File: src/rtl/rv32_core_sequencer.sv
// rv32_core_sequencer: multi-cycle fetch/decode/execute/memory/writeback control FSM for an RV32I datapath.
// Rev 1.0
`default_nettype none

module rv32_core_sequencer #(
   parameter int TIMEOUT = 255
) (
   input  logic        CLK,
   input  logic        RESET,
   input  logic        run,
   input  logic [6:0]  opcode,
   input  logic        rd_zero,
   input  logic        branch_taken,
   input  logic        mem_ready,
   output logic        mem_req,
   output logic        mem_sel,
   output logic        mem_we,
   output logic        ir_load,
   output logic        rf_read_en,
   output logic        alu_en,
   output logic        rf_we,
   output logic        pc_en,
   output logic [1:0]  pc_sel,
   output logic [2:0]  state,
   output logic        halted,
   output logic [1:0]  cause,
   output logic [31:0] instret
);

   typedef enum logic [2:0] {
      S_FETCH     = 3'd0,
      S_DECODE    = 3'd1,
      S_EXECUTE   = 3'd2,
      S_MEMORY    = 3'd3,
      S_WRITEBACK = 3'd4,
      S_HALT      = 3'd5
   } state_t;

   localparam logic [6:0] OP_LUI    = 7'b0110111;
   localparam logic [6:0] OP_AUIPC  = 7'b0010111;
   localparam logic [6:0] OP_JAL    = 7'b1101111;
   localparam logic [6:0] OP_JALR   = 7'b1100111;
   localparam logic [6:0] OP_IMM    = 7'b0010011;
   localparam logic [6:0] OP_ALU    = 7'b0110011;
   localparam logic [6:0] OP_BRANCH = 7'b1100011;
   localparam logic [6:0] OP_LOAD   = 7'b0000011;
   localparam logic [6:0] OP_STORE  = 7'b0100011;
   localparam logic [6:0] OP_FENCE  = 7'b0001111;
   localparam logic [6:0] OP_SYSTEM = 7'b1110011;

   localparam logic [1:0] CAUSE_NONE    = 2'd0;
   localparam logic [1:0] CAUSE_SYSTEM  = 2'd1;
   localparam logic [1:0] CAUSE_ILLEGAL = 2'd2;
   localparam logic [1:0] CAUSE_TIMEOUT = 2'd3;

   localparam bit         TIMEOUT_EN = (TIMEOUT != 0);
   localparam logic [7:0] WAIT_LIMIT = 8'(TIMEOUT - 1);

   state_t     cur_state, nxt_state;
   logic [1:0] nxt_cause;
   logic [7:0] wait_cnt;

   logic       req_raw, sel_raw, we_raw, ir_load_raw, rf_read_raw;
   logic       alu_en_raw, rf_we_raw, pc_en_raw;
   logic [1:0] pc_sel_raw;
   logic       op_valid, op_writes_rd, op_is_mem, timeout_hit;

   always_comb begin
      op_valid = 1'b0;
      case (opcode)
         OP_LUI, OP_AUIPC, OP_JAL, OP_JALR, OP_IMM, OP_ALU,
         OP_BRANCH, OP_LOAD, OP_STORE, OP_FENCE, OP_SYSTEM: op_valid = 1'b1;
         default: op_valid = 1'b0;
      endcase
   end

   assign op_writes_rd = (opcode == OP_LUI)  || (opcode == OP_AUIPC) ||
                         (opcode == OP_JAL)  || (opcode == OP_JALR)  ||
                         (opcode == OP_IMM)  || (opcode == OP_ALU)   ||
                         (opcode == OP_LOAD);
   assign op_is_mem    = (opcode == OP_LOAD) || (opcode == OP_STORE);

   // Fires on the last permitted wait cycle so the FSM leaves after exactly TIMEOUT request cycles.
   assign timeout_hit  = TIMEOUT_EN && (wait_cnt == WAIT_LIMIT);

   always_comb begin
      nxt_state   = cur_state;
      nxt_cause   = CAUSE_NONE;
      req_raw     = 1'b0;
      sel_raw     = 1'b0;
      we_raw      = 1'b0;
      ir_load_raw = 1'b0;
      rf_read_raw = 1'b0;
      alu_en_raw  = 1'b0;
      rf_we_raw   = 1'b0;
      pc_en_raw   = 1'b0;
      pc_sel_raw  = 2'd0;
      case (cur_state)
         S_FETCH: begin
            if (run) begin
               req_raw = 1'b1;
               if (mem_ready) begin
                  ir_load_raw = 1'b1;
                  nxt_state   = S_DECODE;
               end else if (timeout_hit) begin
                  nxt_state = S_HALT;
                  nxt_cause = CAUSE_TIMEOUT;
               end
            end
         end
         S_DECODE: begin
            rf_read_raw = 1'b1;
            if (op_valid) begin
               nxt_state = S_EXECUTE;
            end else begin
               nxt_state = S_HALT;
               nxt_cause = CAUSE_ILLEGAL;
            end
         end
         S_EXECUTE: begin
            alu_en_raw = 1'b1;
            if (opcode == OP_SYSTEM) begin
               nxt_state = S_HALT;
               nxt_cause = CAUSE_SYSTEM;
            end else if (op_is_mem) begin
               nxt_state = S_MEMORY;
            end else begin
               nxt_state = S_WRITEBACK;
            end
         end
         S_MEMORY: begin
            req_raw = 1'b1;
            sel_raw = 1'b1;
            we_raw  = (opcode == OP_STORE);
            if (mem_ready) begin
               nxt_state = S_WRITEBACK;
            end else if (timeout_hit) begin
               nxt_state = S_HALT;
               nxt_cause = CAUSE_TIMEOUT;
            end
         end
         S_WRITEBACK: begin
            rf_we_raw = op_writes_rd && !rd_zero;
            pc_en_raw = 1'b1;
            if (opcode == OP_JAL)
               pc_sel_raw = 2'd2;
            else if (opcode == OP_JALR)
               pc_sel_raw = 2'd3;
            else if ((opcode == OP_BRANCH) && branch_taken)
               pc_sel_raw = 2'd1;
            nxt_state = S_FETCH;
         end
         S_HALT: begin
            nxt_state = S_HALT;
         end
         default: begin
            nxt_state = S_HALT;
            nxt_cause = CAUSE_ILLEGAL;
         end
      endcase
   end

   always_ff @(posedge CLK or negedge RESET) begin
      if (!RESET) begin
         cur_state <= S_FETCH;
         halted    <= 1'b0;
         cause     <= CAUSE_NONE;
         instret   <= 32'd0;
         wait_cnt  <= 8'd0;
      end else begin
         cur_state <= nxt_state;
         if ((nxt_state == S_HALT) && (cur_state != S_HALT)) begin
            halted <= 1'b1;
            cause  <= nxt_cause;
         end
         if (cur_state == S_WRITEBACK)
            instret <= instret + 32'd1;
         // Idle cycles and completions both clear, so every request starts counting from zero.
         if (req_raw && !mem_ready)
            wait_cnt <= wait_cnt + 8'd1;
         else
            wait_cnt <= 8'd0;
      end
   end

   // Gating with RESET drops any outstanding request the moment reset asserts.
   assign mem_req    = RESET & req_raw;
   assign mem_sel    = RESET & sel_raw;
   assign mem_we     = RESET & we_raw;
   assign ir_load    = RESET & ir_load_raw;
   assign rf_read_en = RESET & rf_read_raw;
   assign alu_en     = RESET & alu_en_raw;
   assign rf_we      = RESET & rf_we_raw;
   assign pc_en      = RESET & pc_en_raw;
   assign pc_sel     = RESET ? pc_sel_raw : 2'd0;
   assign state      = cur_state;

endmodule

`default_nettype wire
File: config.mk
export PLATFORM = sky130hd
export DESIGN_NAME = rv32_core_sequencer
export DESIGN_NICKNAME = d
export VERILOG_FILES = /design/src/rtl/rv32_core_sequencer.sv
export SDC_FILE = /design/constraint.sdc
export NUM_CORES = 1
export LEC_CHECK = 0
export CORE_MARGIN = 5
export CORE_UTILIZATION = 45
export CTS_CLUSTER_SIZE = 12
export DETAILED_ROUTE_END_ITERATION = 12
export PLACE_DENSITY = 0.74
export SLEW_MARGIN = 40
export SYNTH_ARGS = -nofsm -noshare
export SYNTH_HDL_FRONTEND = slang
export SYNTH_SLANG_ARGS = --single-unit
File: constraint.sdc
create_clock -name CLK -period 4.5 [get_ports CLK]
set_input_delay 0.675 -clock CLK [delete_from_list [all_inputs] [get_ports CLK]]
set_output_delay 0.675 -clock CLK [all_outputs]
set_load 0.005 [all_outputs]
Word level (Yosys, flattened, before mapping):

Index checks and enable logic that the tools add are counted.

* $add $sub $neg: 2
* equal/unequal tests: 19
* muxes and demuxes: 32
* bitwise gates (word level): 8
* reduce and logical (&&, ||, !) cells: 16

Operators by type and width (count)
* $add A32 B1 Y32 const B: 1
* $eq A7 B7 Y1 const B: 4
* $eq A7 B6 Y1 const B: 3
* $mux W3: 7
* $mux W2: 8
* $pmux W3 S5: 1
* $eq A7 B5 Y1 const B: 2
* $mux W1: 13
* $reduce_or A11 Y1: 1
* $pmux W2 S5: 1
* $eq A3 B3 Y1 const B: 3
* $add A8 B1 Y8 const B: 1
* $and A1 B1 Y1: 8
* $eq A8 B8 Y1 const B: 1
* $mux W8: 1
* $eq A7 B2 Y1 const B: 1
* $eq A7 B4 Y1 const B: 1
* $logic_or A1 B1 Y1: 7
* $eq A3 B2 Y1 const B: 2
* $logic_and A1 B1 Y1: 4
* $eq A3 B1 Y1 const B: 1
* $logic_not A3 Y1: 1
* $ne A3 B3 Y1 const B: 1
* $logic_not A1 Y1: 2
* 2 further kinds: 2

* flip-flop bits (word level): 46
* bits of input ports: 13
* output and inout bits: 48
* word-level logic and storage cells: 82

Depth between registers and ports, before layout:

Gate-level depths: netlist of the first run.

* depth in word-level cells: 10
* mapped depth: 8

Worst setup path before layout of the first run:

Ideal clock, no wire load.

* path type: input-to-output
* start point: in opcode[4]
* end point: out mem_we
* arrival time: 1643 ps
* path slack: 2182 ps
* cell stages on the path: 3
* buffers on the path: 1
* cell sequence: buf_6 or4_2 nor3_1

* longest elaborated chain between the ends: 3

RTL lines
* from (decl): RTL line 11 `input logic [6:0] opcode,`
* $eq A7 B6 Y1: RTL line 134 `we_raw = (opcode == OP_STORE);`
* $mux W1: RTL line 98 `case (cur_state)`
* $and A1 B1 Y1: RTL line 189 `assign mem_we = RESET & we_raw;`
* to (decl): RTL line 17 `output logic mem_we,`

Every way passes these cells.

Final worst setup path of the first run:

Ends and elaborated chain as after synthesis.

==> summary.log, run 1 <==
qor: grt.grt_pass1_vias 1978
qor: critical_path.crit_path_cell_trace clkdlybuf4s50_1 -> or4_2 -> nor3_1 -> clkdlybuf4s50_1
qor: run.drv_cap 0
qor: critical_path.worst-r2r-setup-slack 2370 ps
qor: synth.mapped_avg_cell_area 10.3 um^2
qor: sta.slew_headroom 0.596
qor: critical_path.critical_path_peak_fanout 9
qor: floorplan.fp.dieArea 6970 um^2
qor: finish.nNetsFinal 312
qor: routing.final_antenna_net_count 0
qor: power.leakage 0.00131 uW
qor: finish.final_layout_size_suffix_gt1_frac 0.0574
qor: critical_path.critical_path_launch_point_type input pin
qor: outcome.outcome completed
qor: routing.per_cell_routed_wire_length 14.7 um
qor: critical_path.critical_path_class in -> out
qor: sta.setup-tns-final 0 ps
qor: clocking.clock_tree_from_tritoncts built
qor: clocking.clock_tree.root_cell clkbuf_8
qor: routing.detailed_route_iter0_violations 130
qor: grt.overflow 0
qor: critical_path.timing.critical_path.slowest_stage_cell or4_2
qor: floorplan.fp.dieW 83.5 um
qor: power.power.ir.vdd_worst 162 uV
qor: clocking.cts_repair_resize_count 0
qor: critical_path.worst_ep_required_time 3830 ps
qor: clocking.cts_hold_repair.buffers 0
qor: routing.drt-vias-per-instance 5.27
qor: critical_path.worst_ep_arrival_time 2670 ps
qor: routing.drt-total-wl 5370 um
qor: sta.finalCritPeriodShare 0.742
qor: floorplan.ios 61
qor: synth.synth_top_cell_by_area dfrtp_1
qor: sta.final_period_minus_worst_setup_slack 3340 ps
qor: routing.dr.pass1.iters 4
qor: placed_design.gp_routability_congestion 0.782
qor: clocking.number_of_buffers_inserted_during_clock_tree_synthesis 5
qor: floorplan.chipHeight 83.5 um
qor: sta.hold_viol 0
qor: synth.synthesis.area 2430 um^2
qor: grt.groute.usage.overall 0.167
qor: synth.synth_seq_area_share 0.473
qor: power.sw_frac_of_total 0.223
qor: finish.finalInstanceArea 3120 um^2
qor: floorplan.start_util 0.470
qor: synth.synth_top_area_share 0.473
qor: power.power-per-cell-area 221 nW/um^2
qor: power.power.share.clock 0.346
qor: grt.number_of_antenna_violations_at_the_first_check_in_global_routing 0
qor: placed_design.port_buffers 60
qor: placed_design.place_hpwl 3920 um
qor: synth.asyncSetResetFlopFracSynth 1.00
qor: synth.synth.net_count 253
qor: clocking.number_of_h_tree_levels 2
qor: power.power.combinational.fraction 0.054
qor: power.share_seq_of_total_power 0.600
qor: power.power.switching 154 uW
qor: sta.report.final.setup_viol 0
qor: clocking.cts_buffer_depth 2
qor: routing.drc 0
qor: synth.edff_count_synth 0
qor: power.internal_power 536 uW
qor: finish.area_delta_synth_final 28.4%
qor: floorplan.placementRows 26
qor: critical_path.max_incr_delay_on_cp 710 ps
qor: synth.postSynthCellCount 237
qor: clocking.post_cts.repair.setup_buffers 0
qor: floorplan.core_footprint 5170 um^2
qor: synth.postSynthRegisterBits 46
qor: placed_design.dpl-instance-area 3040 um^2
qor: sta.drv_slew 0
qor: grt.grt_pass1_wl 9660 um
qor: finish.antenna_diodes 0
qor: clocking.cts.clk_slew.worst_paths 80 ps
qor: clocking.cts.sink_count 46
qor: critical_path.critical_path_s_most_frequent_cell clkdlybuf4s50_1
qor: critical_path.cp-end-kind primary output
qor: sta.clock_skew 7.67 ps
qor: synth.synth_ff_type dfrtp_1
qor: synth.ys.warnings.count 0
qor: clocking.clock_latency 290 ps
qor: grt.maximum_number_of_pins_on_one_net_before_global_route_repair 49
qor: synth.post_synth_num_cell_types 46
qor: worst_hold_path.timing.hold.worst.class reg -> reg
qor: synth.ys_top_cells_by_area dfrtp_1 (47%), xnor2_1 (7.9%), xor2_1 (5.4%)
qor: sta.tightestPinTransition 606 ps
qor: routing.num_vias 1930
qor: sta.rsz0062_at_grt false
qor: sta.clock.fmax 0.299 GHz
## area by class of cell
cell class | count | area (um^2)
sequential | 46 | 1150
clock inverter | 1 | 7.51
multi-input combinational | 175 | 1170
inverter | 7 | 26.3
clock buffer | 6 | 72.6
fill | 445 | 2050
timing repair buffer | 61 | 603
tap | 70 | 87.6
## per-layer routing
metal / part of all wire / vias up / routed length (um) / global-route usage
li1: - / 952 / - / -
met1: 0.47 / 919 / 2520 / 0.227
met2: 0.47 / 55 / 2530 / 0.266
met3: 0.050 / 4 / 268 / 0.0424
met4: 0.0093 / 0 / 50 / 0.0424
met5: 0 / - / 0 / 0
## Yosys cell counts (2+ instances only)
| cell | number |
|---|---|
| dfrtp_1 | 46 |
| a211oi_1 | 2 |
| o21bai_1 | 2 |
| a21o_1 | 2 |
| or3_1 | 2 |
| nor4b_1 | 2 |
| nand2b_1 | 2 |
| xnor2_1 | 22 |
| buf_6 | 2 |
| clkbuf_8 | 3 |
| o21ai_0 | 3 |
| nor3_1 | 6 |
| and4_1 | 5 |
| a21oi_1 | 3 |
| and2_1 | 3 |
| nor3b_1 | 3 |
| nor2_1 | 23 |
| ha_1 | 3 |
| and3_1 | 8 |
| xor2_1 | 15 |
| clkbuf_1 | 3 |
| inv_1 | 7 |
| nand2_1 | 21 |
| nand4_1 | 14 |
| nand3_1 | 12 |
| nor4_1 | 3 |
## flip-flops by register name, indices dropped and copies added (netlist names)
register  flops
cause         2
wait_cnt      8
state         3
halted        1
instret      32
## layout by cell type, fill, tap and decap left out, drive strengths merged, types with 3 or more instances in the layout
cell,Yosys,routed
xor2,15,15
nand4,14,14
clkbuf,6,6
xnor2,22,22
nor2,23,23
nor3,6,6
o21ai,3,3
nor3b,4,4
nand3,12,12
or3,3,3
ha,3,3
and3,8,8
nand2,21,21
a21o,3,3
nor4,3,3
inv,7,7
dfrtp,46,46
and2,4,4
a21oi,3,3
and4,5,5
clkdlybuf4s50,0,59
## metrics by stage
step | setup slack, ps | utilization | total power [uW] | hold slack, ps | cells
2_1_floorplan | 2180 | - | 435 | 379 | 237
4_1_cts | 1160 | 0.604 | 704 | 473 | 366
3_5_place_dp | 1160 | 0.588 | 460 | 457 | 359
6_report | 1160 | 0.604 | 690 | 469 | 366
3_3_place_gp | 1180 | 0.588 | 459 | 451 | 359
5_1_grt | 1070 | 0.604 | 725 | 489 | 366
## critical path, delay by kind of cell
kind / cells / cell delay [ps]
buf+inv: 2 / 1090
simple gates: 2 / 900
## final timing paths
path                                      endpoint  cells past startpoint                     from
hold / removal             instret[31]$_DFFE_PN0P_                      1  instret[31]$_DFFE_PN0P_
max in group asynchronous    wait_cnt[6]$_DFF_PN0_                      2                    RESET
setup / recovery                            mem_we                      4                opcode[4]
setup reg to reg              cause[0]$_DFFE_PN0P_                      5       state[0]$_DFF_PN0_
hold reg to reg            instret[31]$_DFFE_PN0P_                      1  instret[31]$_DFFE_PN0P_
min in group asynchronous       state[0]$_DFF_PN0_                      2                    RESET
## kinds of logic (layout without fill, tap and decap cells)
family,after synthesis,count (layout),share of synthesized area
buffers and inverters,16,75,0.0437
XOR/XNOR,37,37,0.133
flip-flops,46,46,0.473
AO/OA/AOI/OAI,23,23,0.0793
adder cells (fa/ha/maj),3,3,0.0154
multiplexers,1,1,0.00463
AND/OR/NAND/NOR,111,111,0.250
## power by group through the flow
stage | logic [uW] | registers [uW] | clock network (uW)
final | 37.4 | 414 | 238
after global routing | 42.2 | 414 | 269
after CTS | 38.1 | 414 | 252
after detailed placement | 37.9 | 422 | 0
after global placement | 37.1 | 422 | 0
after floorplan | 12.8 | 422 | 0
Power figures use the tool's default switching activity.
==> inputs of run 2 (changes only) <==
Settings changed: CORE_UTILIZATION 45 to 44, PLACE_DENSITY 0.74 to 0.76.
Clock period 4.5 ns to 2.93 ns, I/O delays scaled along.
==> summary.log, run 2 (same netlist as run 1, synthesis figures left out) <==
qor: routing.per_cell_routed_wire_length 13.7 um [-6.9%]
qor: power.power-per-cell-area 356 nW/um^2 [+61%]
qor: finish.post_layout_utilization_of_the_core 0.593 [-0.0107]
qor: clocking.number_of_h_tree_levels 2 [unchanged]
qor: clocking.cts_repair_resize_count 0 [unchanged]
qor: finish.area_delta_synth_final 32.6%
qor: floorplan.fp.dieArea 7110 um^2 [+2.0%]
qor: critical_path.critical_path_peak_fanout 3 [-6]
qor: floorplan.core_footprint 5440 um^2 [+5.2%]
qor: sta.slew_headroom 0.611 [+0.0149]
qor: routing.num_vias 1946 [+0.83%]
qor: critical_path.worst_ep_arrival_time 2270 ps [-400 ps]
qor: sta.clock_skew 10.3 ps [+2.59 ps]
qor: clocking.cts_buffer_depth 2 [unchanged]
qor: grt.grt_pass1_wl 9150 um [-5.3%]
qor: finish.top_register instret
qor: sta.report.final.setup_viol 0 [unchanged]
qor: floorplan.ios 61 [unchanged]
qor: grt.number_of_antenna_violations_at_the_first_check_in_global_routing 0 [unchanged]
qor: finish.layout.cells.most_common_list clkdlybuf4s50_1 (59), dfrtp_1 (46), nor2_1 (23)
qor: sta.tightestPinTransition 582 ps [-23.9 ps]
qor: critical_path.worst_ep_required_time 2490 ps [-1340 ps]
qor: worst_hold_path.timing.hold.worst.class reg -> reg
qor: placed_design.port_buffers 60 [unchanged]
qor: routing.drc 0 [unchanged]
qor: grt.grt_pass1_vias 1942 [-1.8%]
qor: finish.final_layout_size_suffix_gt1_frac 0.0882 [+0.0308]
qor: routing.drt-vias-per-instance 5.15 [-2.4%]
qor: clocking.clock_latency 310 ps [+20 ps]
qor: floorplan.placementRows 27 [+3.8%]
qor: finish.commonest_non_fill_non_tap_cell_in_the_layout clkdlybuf4s50_1
qor: placed_design.dpl-instance-area 3100 um^2 [+2.1%]
qor: clocking.clock_tree_from_tritoncts built
qor: sta.setup-tns-final 0 ps [unchanged]
qor: floorplan.start_util 0.447 [-0.0230]
qor: clocking.cts.sink_count 46 [unchanged]
qor: critical_path.critical_path_class in -> out
qor: placed_design.gp_routability_congestion 0.814 [+4.1%]
qor: routing.detailed_route_iter0_violations 69 [-47%]
qor: grt.overflow 0 [unchanged]
qor: worst_hold_path.min_from instret[31]$_DFFE_PN0P_
qor: routing.dr.pass1.iters 4 [unchanged]
qor: critical_path.cp-end-kind primary output
qor: sta.finalCritPeriodShare 0.926
qor: floorplan.chipHeight 84.3 um [+0.99%]
qor: finish.nNetsFinal 321 [+2.9%]
qor: clocking.number_of_buffers_inserted_during_clock_tree_synthesis 5 [unchanged]
qor: sta.rsz0062_at_grt false
qor: finish.antenna_diodes 0 [unchanged]
qor: finish.flip_flop_count_of_the_largest_register_after_layout 32 [unchanged]
qor: clocking.cts.clk_slew.worst_paths 80 ps [about the same]
qor: grt.maximum_number_of_pins_on_one_net_before_global_route_repair 46 [-6.1%]
qor: floorplan.fp.dieW 84.3 um [+0.99%]
qor: finish.finalInstanceArea 3220 um^2 [+3.3%]
qor: sta.final_period_minus_worst_setup_slack 2710 ps
qor: run.drv_cap 0 [unchanged]
qor: critical_path.crit-reg2reg-launch state[0]$_DFF_PN0_
qor: power.leakage 0.00137 uW [+4.7%]
qor: sta.drv_slew 0 [unchanged]
qor: routing.final_antenna_net_count 0 [unchanged]
qor: clocking.clock_tree.root_cell clkbuf_8
qor: critical_path.critical_path_launch_point_type input pin
qor: critical_path.crit_path_start opcode[2]
qor: sta.final.hold.worst_slack 469 ps [+0.689 ps]
qor: grt.groute.usage.overall 0.157 [-0.00930]
qor: routing.drt-total-wl 5160 um [-3.9%]
qor: sta.hold_viol 0 [unchanged]
qor: sta.clock.fmax 0.368 GHz
qor: placed_design.place_hpwl 3840 um [-2.1%]
qor: outcome.outcome completed
qor: power.power.ir.vdd_worst 292 uV [+80%]
-- run 2: timing repair --
action                                 CTS  global route
endpoints found under the hold margin    1             0
setup buffers                            0             0
hold buffers                             1             0
-- run 2: report_power, final --
group / switching, uW / internal, uW
Sequential: 0.479 / 635
Clock: 210 / 238
Combinational: 33.5 / 29.7
Total: 244 / 903
-- run 2: final cells by class --
class                           instances  area, um^2
Inverter                                7        26.3
Multi-Input combinational cell        175        1170
Fill cell                             454        2210
Tap cell                               72        90.1
Timing Repair Buffer                   70         673
Sequential cell                        46        1150
Clock buffer                            8         110
-- run 2: path summary, 6_finish.rpt --
kind / depth (start not counted) / slack [ps] / endpoint
setup / recovery: 4 / 220 / mem_we
hold / removal: 1 / 470 / instret[31]$_DFFE_PN0P_
setup reg to reg: 6 / 900 / cause[0]$_DFFE_PN0P_
hold reg to reg: 1 / 470 / instret[31]$_DFFE_PN0P_
max in group asynchronous: 3 / 1680 / instret[29]$_DFFE_PN0P_
min in group asynchronous: 2 / 490 / state[0]$_DFF_PN0_
-- run 2: per-layer routing --
metal,wire [um],vias up,track usage
li1,-,972,-
met1,2460,926,0.215
met2,2340,42,0.237
met3,273,6,0.0520
met4,85,0,0.0532
met5,0,-,0
-- run 2: worst max-delay path: stages --
cell	delay, ps
clkdlybuf4s50_1	410
or4_2	710
nor3_1	190
clkdlybuf4s50_1	520
-- run 2: metrics by stage --
stage / worst slack (ps) / std cells / total power (uW)
floorplan: 1050 / 237 / 668
global placement: 217 / 369 / 711
detailed placement: 197 / 369 / 711
CTS: 201 / 378 / 1160
global route: 2.77 / 378 / 1190
finish: 216 / 378 / 1150
==> inputs of run 3 (changes only) <==
--- a/config.mk
+++ b/config.mk
@@ -12,2 +12,3 @@
 export PLACE_DENSITY = 0.76
+export REMOVE_ABC_BUFFERS = 1
 export SLEW_MARGIN = 40
==> constraint.sdc (replaced) <==
create_clock -name CLK -period 2.93 [get_ports CLK]
set_input_delay 0.586 -clock CLK [delete_from_list [all_inputs] [get_ports CLK]]
set_output_delay 0.586 -clock CLK [all_outputs]
set_load 0.005 [all_outputs]
==> summary.log, run 3 (same netlist as run 1, synthesis figures left out) <==
qor: outcome.outcome completed
qor: critical_path.worst_ep_required_time 2340 ps [-150 ps]
qor: floorplan.fp.dieArea 7110 um^2 [unchanged]
qor: routing.drc 0 [unchanged]
qor: sta.setup-tns-final 0 ps [unchanged]
qor: sta.final.hold.worst_slack 113 ps [-357 ps]
qor: finish.commonest_non_fill_non_tap_cell_in_the_layout clkdlybuf4s50_1
qor: sta.report.final.setup_viol 0 [unchanged]
qor: routing.per_cell_routed_wire_length 13.8 um [+1.4%]
qor: grt.overflow 0 [unchanged]
qor: finish.nNetsFinal 324 [+0.93%]
qor: floorplan.ios 61 [unchanged]
qor: clocking.post_cts.repair.setup_buffers 0 [unchanged]
qor: finish.top_register instret
qor: floorplan.chipHeight 84.3 um [unchanged]
qor: run.drv_cap 0 [unchanged]
qor: power.leakage 0.00139 uW [+1.4%]
qor: clocking.cts.clk_slew.worst_paths 80 ps [about the same]
qor: sta.clock_skew 13.2 ps [+2.88 ps]
qor: finish.area_delta_synth_final 33.6%
qor: sta.rsz0062_at_grt false
qor: power.design_power_total 1160 uW [+1.4%]
qor: finish.final_layout_size_suffix_gt1_frac 0.100 [+0.0121]
qor: finish.layout.cells.most_common_list clkdlybuf4s50_1 (57), dfrtp_1 (46), nor2_1 (23)
qor: worst_hold_path.timing.hold.worst.class in -> async
qor: critical_path.cp-end-kind primary output
qor: routing.drt-vias-per-instance 5.19 [+0.79%]
qor: sta.hold_viol 0 [unchanged]
qor: clocking.clock_latency 300 ps [about the same]
qor: placed_design.gp_routability_congestion 0.823 [+1.1%]
qor: floorplan.start_util 0.447 [unchanged]
qor: grt.maximum_number_of_pins_on_one_net_before_global_route_repair 45 [-2.2%]
qor: sta.slew_headroom 0.634 [+0.0228]
qor: grt.grt_pass1_wl 8830 um [-3.5%]
qor: critical_path.critical_path_class in -> out
qor: grt.groute.usage.overall 0.150 [-0.00725]
qor: clocking.cts_buffer_depth 2 [unchanged]
qor: clocking.number_of_h_tree_levels 2 [unchanged]
qor: finish.antenna_diodes 0 [unchanged]
qor: routing.num_vias 1977 [+1.6%]
qor: routing.dr.pass1.iters 4 [unchanged]
qor: floorplan.core_footprint 5440 um^2 [unchanged]
qor: routing.final_antenna_net_count 0 [unchanged]
qor: power.power-per-cell-area 358 nW/um^2 [+0.68%]
qor: sta.tightestPinTransition 549 ps [-32.7 ps]
qor: sta.clock.fmax 0.361 GHz [-1.9%]
qor: clocking.clock_tree_from_tritoncts built
qor: finish.layout.filler_cells 465 [+2.4%]
qor: sta.drv_slew 0 [unchanged]
qor: floorplan.fp.dieW 84.3 um [unchanged]
qor: floorplan.placementRows 27 [unchanged]
qor: grt.grt_pass1_vias 1915 [-1.4%]
qor: routing.detailed_route_iter0_violations 121 [+75%]
qor: critical_path.critical_path_launch_point_type input pin
qor: placed_design.port_buffers 60 [unchanged]
qor: grt.number_of_antenna_violations_at_the_first_check_in_global_routing 0 [unchanged]
qor: power.power.ir.vdd_worst 169 uV [-42%]
qor: clocking.clock_tree.root_cell clkbuf_8
qor: placed_design.place_hpwl 3950 um [+2.9%]
qor: sta.final_period_minus_worst_setup_slack 2770 ps [+53.0 ps]
qor: routing.drt-total-wl 5280 um [+2.2%]
qor: sta.finalCritPeriodShare 0.944 [+0.0181]
qor: clocking.number_of_buffers_inserted_during_clock_tree_synthesis 5 [unchanged]
qor: finish.flip_flop_count_of_the_largest_register_after_layout 32 [unchanged]
qor: critical_path.worst_ep_arrival_time 2180 ps [-90 ps]
qor: critical_path.critical_path_peak_fanout 6 [+3]
qor: clocking.cts.sink_count 46 [unchanged]
run 3: final timing paths:
kind	start	endpoint	slack (ps)	cells after the start
max	opcode[2]	pc_sel[1]	160	6
min	RESET	state[1]$_DFF_PN0_	110	1
max reg2reg	state[1]$_DFF_PN0_	cause[0]$_DFFE_PN0P_	930	6
min reg2reg	halted$_DFFE_PN0P_	halted$_DFFE_PN0P_	480	1
max in group asynchronous	RESET	instret[18]$_DFFE_PN0P_	2040	2
min in group CLK	halted$_DFFE_PN0P_	halted$_DFFE_PN0P_	480	1
run 3: metrics by stage:
stage | util | std cells | setup slack [ps] | area, um^2
after floorplan | - | 228 | 854 | 2350
after global placement | 0.576 | 373 | -110 | 3130
after detailed placement | 0.576 | 373 | -79.3 | 3130
after CTS | 0.597 | 381 | 156 | 3250
after global routing | 0.597 | 381 | 48.5 | 3250
final | 0.597 | 381 | 163 | 3250
run 3: area by class of cell:
cell class | instances | area [um^2] | share of cell area
Inverter | 7 | 26.3 | 0.00809
Sequential cell | 46 | 1150 | 0.355
Tap cell | 72 | 90.1 | 0.0277
Clock buffer | 6 | 72.6 | 0.0224
Multi-Input combinational cell | 175 | 1180 | 0.363
Clock inverter | 2 | 37.5 | 0.0116
Timing Repair Buffer | 73 | 691 | 0.213
run 3: repair_timing:
item,in CTS,in global routing
gates resized for setup,3,0
endpoints found under the setup margin,2,0
hold buffers,0,0
run 3: routing by layer:
| layer | vias up | wire length [um] | GRT usage | part of all wire |
|---|---|---|---|---|
| met2 | 52 | 2530 | 0.250 | 0.48 |
| met4 | 0 | 76 | 0.0532 | 0.014 |
| met5 | - | 0 | 0 | 0 |
| li1 | 978 | - | - | - |
| met1 | 940 | 2410 | 0.191 | 0.46 |
| met3 | 7 | 257 | 0.0373 | 0.049 |
run 3: power by group:
part	total [uW]	switching, uW	internal (uW)
combinational	65.4	34.4	31.0
clock	461	207	254
sequential	636	0.637	635
total	1160	242	921
run 3: critical path, stage by stage:
cell and delay (ps):
clkdlybuf4s50_1 470, buf_4 140, inv_1 50, buf_4 140
nor4_1 250, clkdlybuf4s50_1 550
